$ cat src/rtl/cpu_pkg.sv
// Shared CPU definitions used by the bit-serial datapath helpers.
// Contents:
//   t2sm_state_t  - control state of twos_to_signmag (IDLE, BUSY, DONE)
//   CPU_WORD_SIZE - native CPU word width, default operand width
package cpu_pkg;

    typedef enum logic [1:0] {
        IDLE = 2'd0,
        BUSY = 2'd1,
        DONE = 2'd2
    } t2sm_state_t;

    localparam int unsigned CPU_WORD_SIZE = 16;

endpackage : cpu_pkg

$ cat src/rtl/serial_negate_cell.sv
// One-bit serial negate cell: copies bits through the first 1, then inverts
// the rest. That yields the magnitude of a negative operand, LSB first.
// Ports:
//   clk, rst_n - clock, async active-low reset
//   i_b        - current operand bit (LSB first)
//   i_sign     - operand is negative; when 0 the bit passes through
//   i_clr      - clear the seen-one state (new operand accepted)
//   i_en       - a bit is being processed this cycle
//   o_bit_c    - combinational result bit
module serial_negate_cell (
    input  logic clk,
    input  logic rst_n,
    input  logic i_b,
    input  logic i_sign,
    input  logic i_clr,
    input  logic i_en,
    output logic o_bit_c
);

    logic r_seen_one;

    // Remember whether a 1 has already passed on a negative operand
    always_ff @(posedge clk or negedge rst_n) begin
        if (!rst_n) begin
            r_seen_one <= 1'b0;
        end else if (i_clr) begin
            r_seen_one <= 1'b0;
        end else if (i_en && i_sign) begin
            r_seen_one <= r_seen_one | i_b;
        end
    end

    assign o_bit_c = (i_sign && r_seen_one) ? ~i_b : i_b;

endmodule : serial_negate_cell

$ cat src/rtl/twos_to_signmag.sv
// Bit-serial two's-complement to sign-magnitude converter, one bit per clock.
// Optional feature: define TWOS_TO_SIGNMAG_OVF_EN to add the ovf output. It
// flags the most negative operand, whose magnitude needs the full width.
// Ports:
//   clk, rst_n           - clock, async active-low reset
//   in_valid, in_ready   - operand handshake; in_ready is high in IDLE only
//   in                   - two's-complement operand
//   out_valid, out_ready - result handshake; out_valid is high in DONE only
//   sign, mag            - result, held until the next accept
//   ovf                  - (TWOS_TO_SIGNMAG_OVF_EN) sign & mag MSB
module twos_to_signmag
    import cpu_pkg::*;
#(
    parameter int unsigned size = CPU_WORD_SIZE
) (
    input  logic            clk,
    input  logic            rst_n,
    input  logic            in_valid,
    output logic            in_ready,
    input  logic [size-1:0] in,
    output logic            out_valid,
    input  logic            out_ready,
    output logic            sign,
`ifdef TWOS_TO_SIGNMAG_OVF_EN
    output logic            ovf,
`endif
    output logic [size-1:0] mag
);

    localparam int unsigned CW = (size > 1) ? $clog2(size) : 1;

    t2sm_state_t     r_state;
    logic [size-1:0] r_sr;
    logic [size-1:0] r_mag;
    logic [CW-1:0]   r_cnt;
    logic            r_sign;
    logic            w_accept;
    logic            w_busy;
    logic            w_o;
`ifdef TWOS_TO_SIGNMAG_OVF_EN
    logic            r_ovf;
`endif

    assign w_accept = (r_state == IDLE) && in_valid;
    assign w_busy   = (r_state == BUSY);

    serial_negate_cell u_cell (
        .clk     (clk),
        .rst_n   (rst_n),
        .i_b     (r_sr[0]),
        .i_sign  (r_sign),
        .i_clr   (w_accept),
        .i_en    (w_busy),
        .o_bit_c (w_o)
    );

    // Control FSM with the operand shifter, counter and result registers
    always_ff @(posedge clk or negedge rst_n) begin
        if (!rst_n) begin
            r_state <= IDLE;
            r_sr    <= '0;
            r_mag   <= '0;
            r_cnt   <= '0;
            r_sign  <= 1'b0;
`ifdef TWOS_TO_SIGNMAG_OVF_EN
            r_ovf   <= 1'b0;
`endif
        end else begin
            case (r_state)
                IDLE: begin
                    if (in_valid) begin
                        r_sr    <= in;
                        r_sign  <= in[size-1];
                        r_cnt   <= '0;
                        r_state <= BUSY;
                    end
                end
                BUSY: begin
                    // Result enters at the MSB so bit k lands at mag[k] after size shifts
                    r_sr  <= r_sr >> 1;
                    r_mag <= {w_o, r_mag[size-1:1]};
                    if (r_cnt == CW'(size - 1)) begin
                        r_state <= DONE;
`ifdef TWOS_TO_SIGNMAG_OVF_EN
                        r_ovf   <= r_sign & w_o;
`endif
                    end else begin
                        r_cnt <= r_cnt + CW'(1);
                    end
                end
                DONE: begin
                    if (out_ready) begin
                        r_state <= IDLE;
                    end
                end
                default: r_state <= IDLE;
            endcase
        end
    end

    assign in_ready  = (r_state == IDLE);
    assign out_valid = (r_state == DONE);
    assign sign      = r_sign;
    assign mag       = r_mag;
`ifdef TWOS_TO_SIGNMAG_OVF_EN
    assign ovf       = r_ovf;
`endif

endmodule : twos_to_signmag
$ cat config.mk
export PLATFORM = sky130hd
export DESIGN_NAME = twos_to_signmag
export DESIGN_NICKNAME = d
export VERILOG_FILES = /design/src/rtl/cpu_pkg.sv /design/src/rtl/serial_negate_cell.sv /design/src/rtl/twos_to_signmag.sv
export SDC_FILE = /design/constraint.sdc
export NUM_CORES = 1
export LEC_CHECK = 0
export BUFFER_PORTS_ARGS = -buffer_cell sky130_fd_sc_hd__buf_2
export CAP_MARGIN = 20
export CORE_MARGIN = 8
export CORE_UTILIZATION = 35
export CTS_CLUSTER_DIAMETER = 120
export DETAILED_ROUTE_END_ITERATION = 7
export SLEW_MARGIN = 20
export SYNTH_ARGS = -nofsm -noshare
export SYNTH_HDL_FRONTEND = slang
export SYNTH_SLANG_ARGS = --single-unit
$ cat constraint.sdc
create_clock -name clk -period 3.5 [get_ports clk]
set_clock_uncertainty 0.15 [all_clocks]
set_input_delay 0.175 -clock clk [delete_from_list [all_inputs] [get_ports clk]]
set_output_delay 0.175 -clock clk [all_outputs]
set_load 0.02 [all_outputs]
======== Word level (Yosys, flattened, before mapping) ========
Index checks and enable logic that the tools add are counted.
Widths: inputs -> output; s select.
word-level totals
  logic and storage cells ................. 38
  register bits ........................... 40
  bits of input ports ..................... 20
  output and inout port bits .............. 19
operators by class
  add/subtract/negate cells ............... 1
  multiplexer cells ....................... 12
  reductions and logical operators ........ 10
  bitwise logic cells ..................... 2
  eq/ne operators ......................... 7
operator list
  cell                 number
  $pmux 16 s2          1
  $mux 16              1
  $mux 4               2
  $pmux 4 s2           1
  $mux 2               3
  $ne 2x2->1 const B   3
  $pmux 2 s3           1
  $reduce_and 3->1     2
  $add 4x1->4 const B  1
  $eq 4x4->1 const B   1
  $reduce_and 2->1     2
  $reduce_bool 2->1    2
  $logic_and 1x1->1    3
  $mux 1               3
  $eq 2x1->1 const B   1
  $eq 2x2->1 const B   1
  $logic_not 2->1      1
  $ne 2x1->1 const B   1
  $not 1->1            1
  $or 1x1->1           1

======== Logic depth before layout (Yosys ltp) ========
  depth after elaboration ................. 4
  mapped depth ............................ 5
  depth with buffers taken out ............ 4

======== Modules after synthesis ========
Synthesis repeated with hierarchy kept, for this count alone.
second synthesis, totals
  cells, all modules ...................... 193
  area total of the unflattened synthesis .. 1722.9 um^2
by module, submodules not included
  module              instances  cells each  area each (um^2)  sequential area each (um^2)
  twos_to_signmag     1          188         1675.4            975.9
  serial_negate_cell  1          5           47.5              25.0

======== Worst setup path after synthesis ========
OpenSTA, ideal clock, no wires.
  path type ............................... reg2reg
  from .................................... reg r_cnt[0]
  to ...................................... reg r_cnt[1]
  slack ................................... 1.978 ns
  buffers on the path ..................... 0
  data arrival time ....................... 1.248 ns
  period minus slack after synthesis ...... 1.522 ns
  stages on the path, launching flop included .. 5
  data required time ...................... 3.226 ns
  library setup time ...................... 0.124 ns
  path through ............................ dfrtp_1 ha_1 and3_1 and3_1 a211o_1
between the ends
  cells in the longest elaborated chain, start to end .. 3
  elaborated cells on any way between the ends .. 6
  classes of those cells .................. add/sub (1); eq/ne (2); mux (2); reduce/logical (1)
ends and longest elaborated chain
  element                                         RTL line                                      text
  start: declaration                              twos_to_signmag.sv:35                         logic [CW-1:0] r_cnt;
  start signal: assignment                        twos_to_signmag.sv:88                         r_cnt <= r_cnt + CW'(1);
  $add 4x1->4 or $eq 4x4->1 (tied branches)       twos_to_signmag.sv:88, twos_to_signmag.sv:82
  $mux 4 or $ne 2x2->1 (tied branches)            n/a
  $pmux 4 s2 or $reduce_and 3->1 (tied branches)  n/a
Several ways; a longest one is shown, not always the timed one. The select of a mux whose other input is x is not followed.
A chain may end at the register's enable or synchronous reset.

======== Final worst setup path ========
  from .................................... reg r_state[0]
  to ...................................... reg r_cnt[0]
between the ends
  cells in the longest elaborated chain, start to end .. 3
  elaborated cells on any way between the ends .. 7
  classes of those cells .................. eq/ne (3); mux (1); reduce/logical (3)
ends and longest elaborated chain
  element                                                           RTL line               text
  start: declaration                                                twos_to_signmag.sv:32  t2sm_state_t r_state;
  start signal: assignment                                          twos_to_signmag.sv:60  r_state <= IDLE;
  start signal: assignment                                          twos_to_signmag.sv:75  r_state <= BUSY;
  start signal: assignment                                          twos_to_signmag.sv:83  r_state <= DONE;
  $eq 2x1->1 or $logic_not 2->1 (tied branches)                     twos_to_signmag.sv:69  case (r_state)
  $ne 2x2->1 (no source line) or $reduce_bool 2->1 (tied branches)  n/a
  $reduce_and 3->1 (no source line)                                 n/a
Several ways; a longest one is shown, not always the timed one.

==> results.toml <==
[layout]
finalNonFillerCells = 263
syn2layout_area_growth_pct = 18.4
diodes = 0
final_cell_mix = "dfrtp_1, buf_2, nand2_1, mux2i_1, o21ai_1"
layout-drive-gt1-share_pct = 33.7
multi_input_area_um2 = 742
nFillCells = 511
layout.nets = 213
final_common_cell = "dfrtp_1"
seq_area_um2 = 1000

[sta]
slew_violations = 0
setup_violations = 0
fin_tns_setup_ps = 0
worst_pin_slew_ps = 1040
max_freq_ghz = 0.457
min_period_over_period_pct = 62.5
finalCriticalPeriod_ps = 2190
hold-worst-slack_ps = 21.3
rsz0062_at_grt = "no"
relSlewSlack_pct = 30.4
hold_viol = 0

[power]
p_sw_share_pct = 38.4
p_leak_nw = 0.994
p_int_mw = 1.36
pwr-share-clk_pct = 13.9
ir_drop_mv = 0.422
power.share.sequential_pct = 39.6
powerDensity_nw_per_um2 = 1020
p_comb_share_pct = 46.4
power.net_switching_uw = 844

[yosys]
syn_nets = 172
syn-cell-area_um2 = 1820
seq_area_frac_synth_pct = 55.0
ys_types = 29
syn_inst = 151
syn_avg_cell_area_um2 = 12.1
ys_ff_latch = 40
yosys_warnings = 0

[global_routing]
grtUsageMet3_pct = 3.47
use_met1_pct = 12.8
use_met2_pct = 14.3
grt_max_degree = 41
grt_usage_pct = 9.64
grt_remaining_overflow = 0
grt_pass1_vias = 1264
grt.busiest_layer = "met2"
grt_antenna_before_repair = 0
grt_pass1_wl_um = 5890

[clocking]
numCtsBuffers = 5
cts_buffer_depth = 2
ctsRootBufferMaster = "clkbuf_8"
cts.repair.resized = 0
cts_max_level = 2
insertion_delay_ps = 280
cts_tree = "done"
clkTransAtPathRegs_ps = 70
clock-sinks = 40

[drt]
wire_per_inst_um = 13.1
drtPass1Iterations = 4
routed_wl_um = 3450
vias = 1230
via_per_inst = 4.68
ant_nets = 0
drc_errors = 0
drt_first_iter_violations = 51

[critical_path]
start_kind = "flip-flop"
cp.arrival_ps = 2260
crit_type = "reg2reg"
critPathMaxFanout = 35
r2r_setup_slack_ps = 1310
cp.required_ps = 3570
end_kind = "flip-flop"

[outcome]
status = "completed"

[die]
rows = 26
dieArea_um2 = 7770
start_util_pct = 35.9
dieWidth_um = 88.1
die_h_um = 88.1
core_area_um2 = 5070
ios = 39

[placed_design]
dpl.cell_count = 252
hpwl_um = 2390
gp_congestion = 0.698
io_buffer_count = 38

[flow_run]
drv_cap = 0

[hold_path]
hold_class = "in2reg"
[per-stage QoR]
step | power, mW | setup slack (ps) | util [%] | instance area [µm²]
global route | 2.38 | 1140 | 42.5 | 2160
finish | 2.20 | 1310 | 42.5 | 2160
global placement | 1.89 | 1380 | 40.1 | 2040
detailed placement | 1.92 | 1330 | 40.1 | 2040
floorplan | 1.72 | 1980 | - | 1820
CTS | 2.23 | 1320 | 42.5 | 2160
[flip-flops by register name (all words and copies together) (netlist names)]
| signal | cells |
|---|---|
| r_cnt | 4 |
| sign | 1 |
| u_cell.r_seen_one | 1 |
| r_sr | 16 |
| mag | 16 |
| r_state | 2 |
[cell families (layout without fill, tap and decap cells)]
kind of cell,after synthesis,count (layout),share of synthesized area [%]
DFF,40,40,55.0
muxes,31,31,20.4
and+or+nand+nor,40,40,10.4
AOI/OAI and AO/OA,28,28,8.66
adders and majority gates,1,1,0.687
xor gates and xnor gates,1,1,0.481
buffers and inverters,10,52,4.40
[critical path, stage by stage, from the launching register on]
cell and delay (ps):
dfrtp_1 630, nand2b_2 670, or3_1 580, nand3_1 90
[cell usage after synthesis]
master	n	share of area (%)
nor3_2	1	0.55
o21a_1	1	0.41
mux2_4	11	9.1
o21bai_2	1	0.62
buf_12	1	1.1
o21ai_1	15	4.1
clkbuf_1	4	0.82
nand3_1	4	1.1
a21oi_1	5	1.4
o31ai_1	1	0.41
nor3_1	3	0.82
and3_1	2	0.69
buf_6	2	1.2
mux2_2	5	3.1
or3_1	1	0.34
inv_1	2	0.41
ha_1	1	0.69
nor2_1	4	0.82
nand2_1	21	4.3
o21ai_0	2	0.55
dfrtp_1	40	55
a31oi_1	2	0.69
buf_8	1	0.82
a211o_1	1	0.48
nand2b_1	2	0.69
mux2i_1	15	8.2
nor4_2	1	0.69
xor2_1	1	0.48
nor2b_1	1	0.34
[area by class of cell]
class                      count  share of cell area, %
sequential                    40                   46.4
timing repair buffer          42                   10.6
multi-input combinational    101                   34.4
inverter                       2                  0.348
clock buffer                   8                   4.18
tap                           70                   4.06
[power by group through the flow]
stage                     combinational [mW]  sequential [mW]  clock, mW
after global placement                  1.01            0.876          0
after global routing                    1.13            0.914      0.338
after CTS                               1.04            0.875      0.317
after detailed placement                1.04            0.879          0
after floorplan                        0.764            0.952          0
final                                   1.02            0.872      0.307
[repair_timing]
item / 4_1_cts / 5_1_grt
endpoints found under the setup margin: 0 / 0
buffers inserted: 0 / 0
hold buffers: 3 / 0
endpoints found under the hold margin: 42 / 0
[worst paths after layout]
check | from | end | cells after the start
max in group asynchronous | rst_n | r_sr[2] | 2
worst min-delay path | in[12] | r_sr[12] | 3
worst max register to register | r_state[0] | r_cnt[0] | 3
worst max-delay path | r_state[0] | r_cnt[0] | 3
min in group asynchronous | rst_n | mag[0] | 2
worst min register to register | r_sr[3] | r_sr[3] | 2
[layer usage]
layer	vias to the layer above	share of wire, %
met5	-	0
met4	0	0.55
met3	4	8.0
met2	44	42
met1	578	50
li1	604	-
Note: power is estimated with default switching activity, not from simulation.
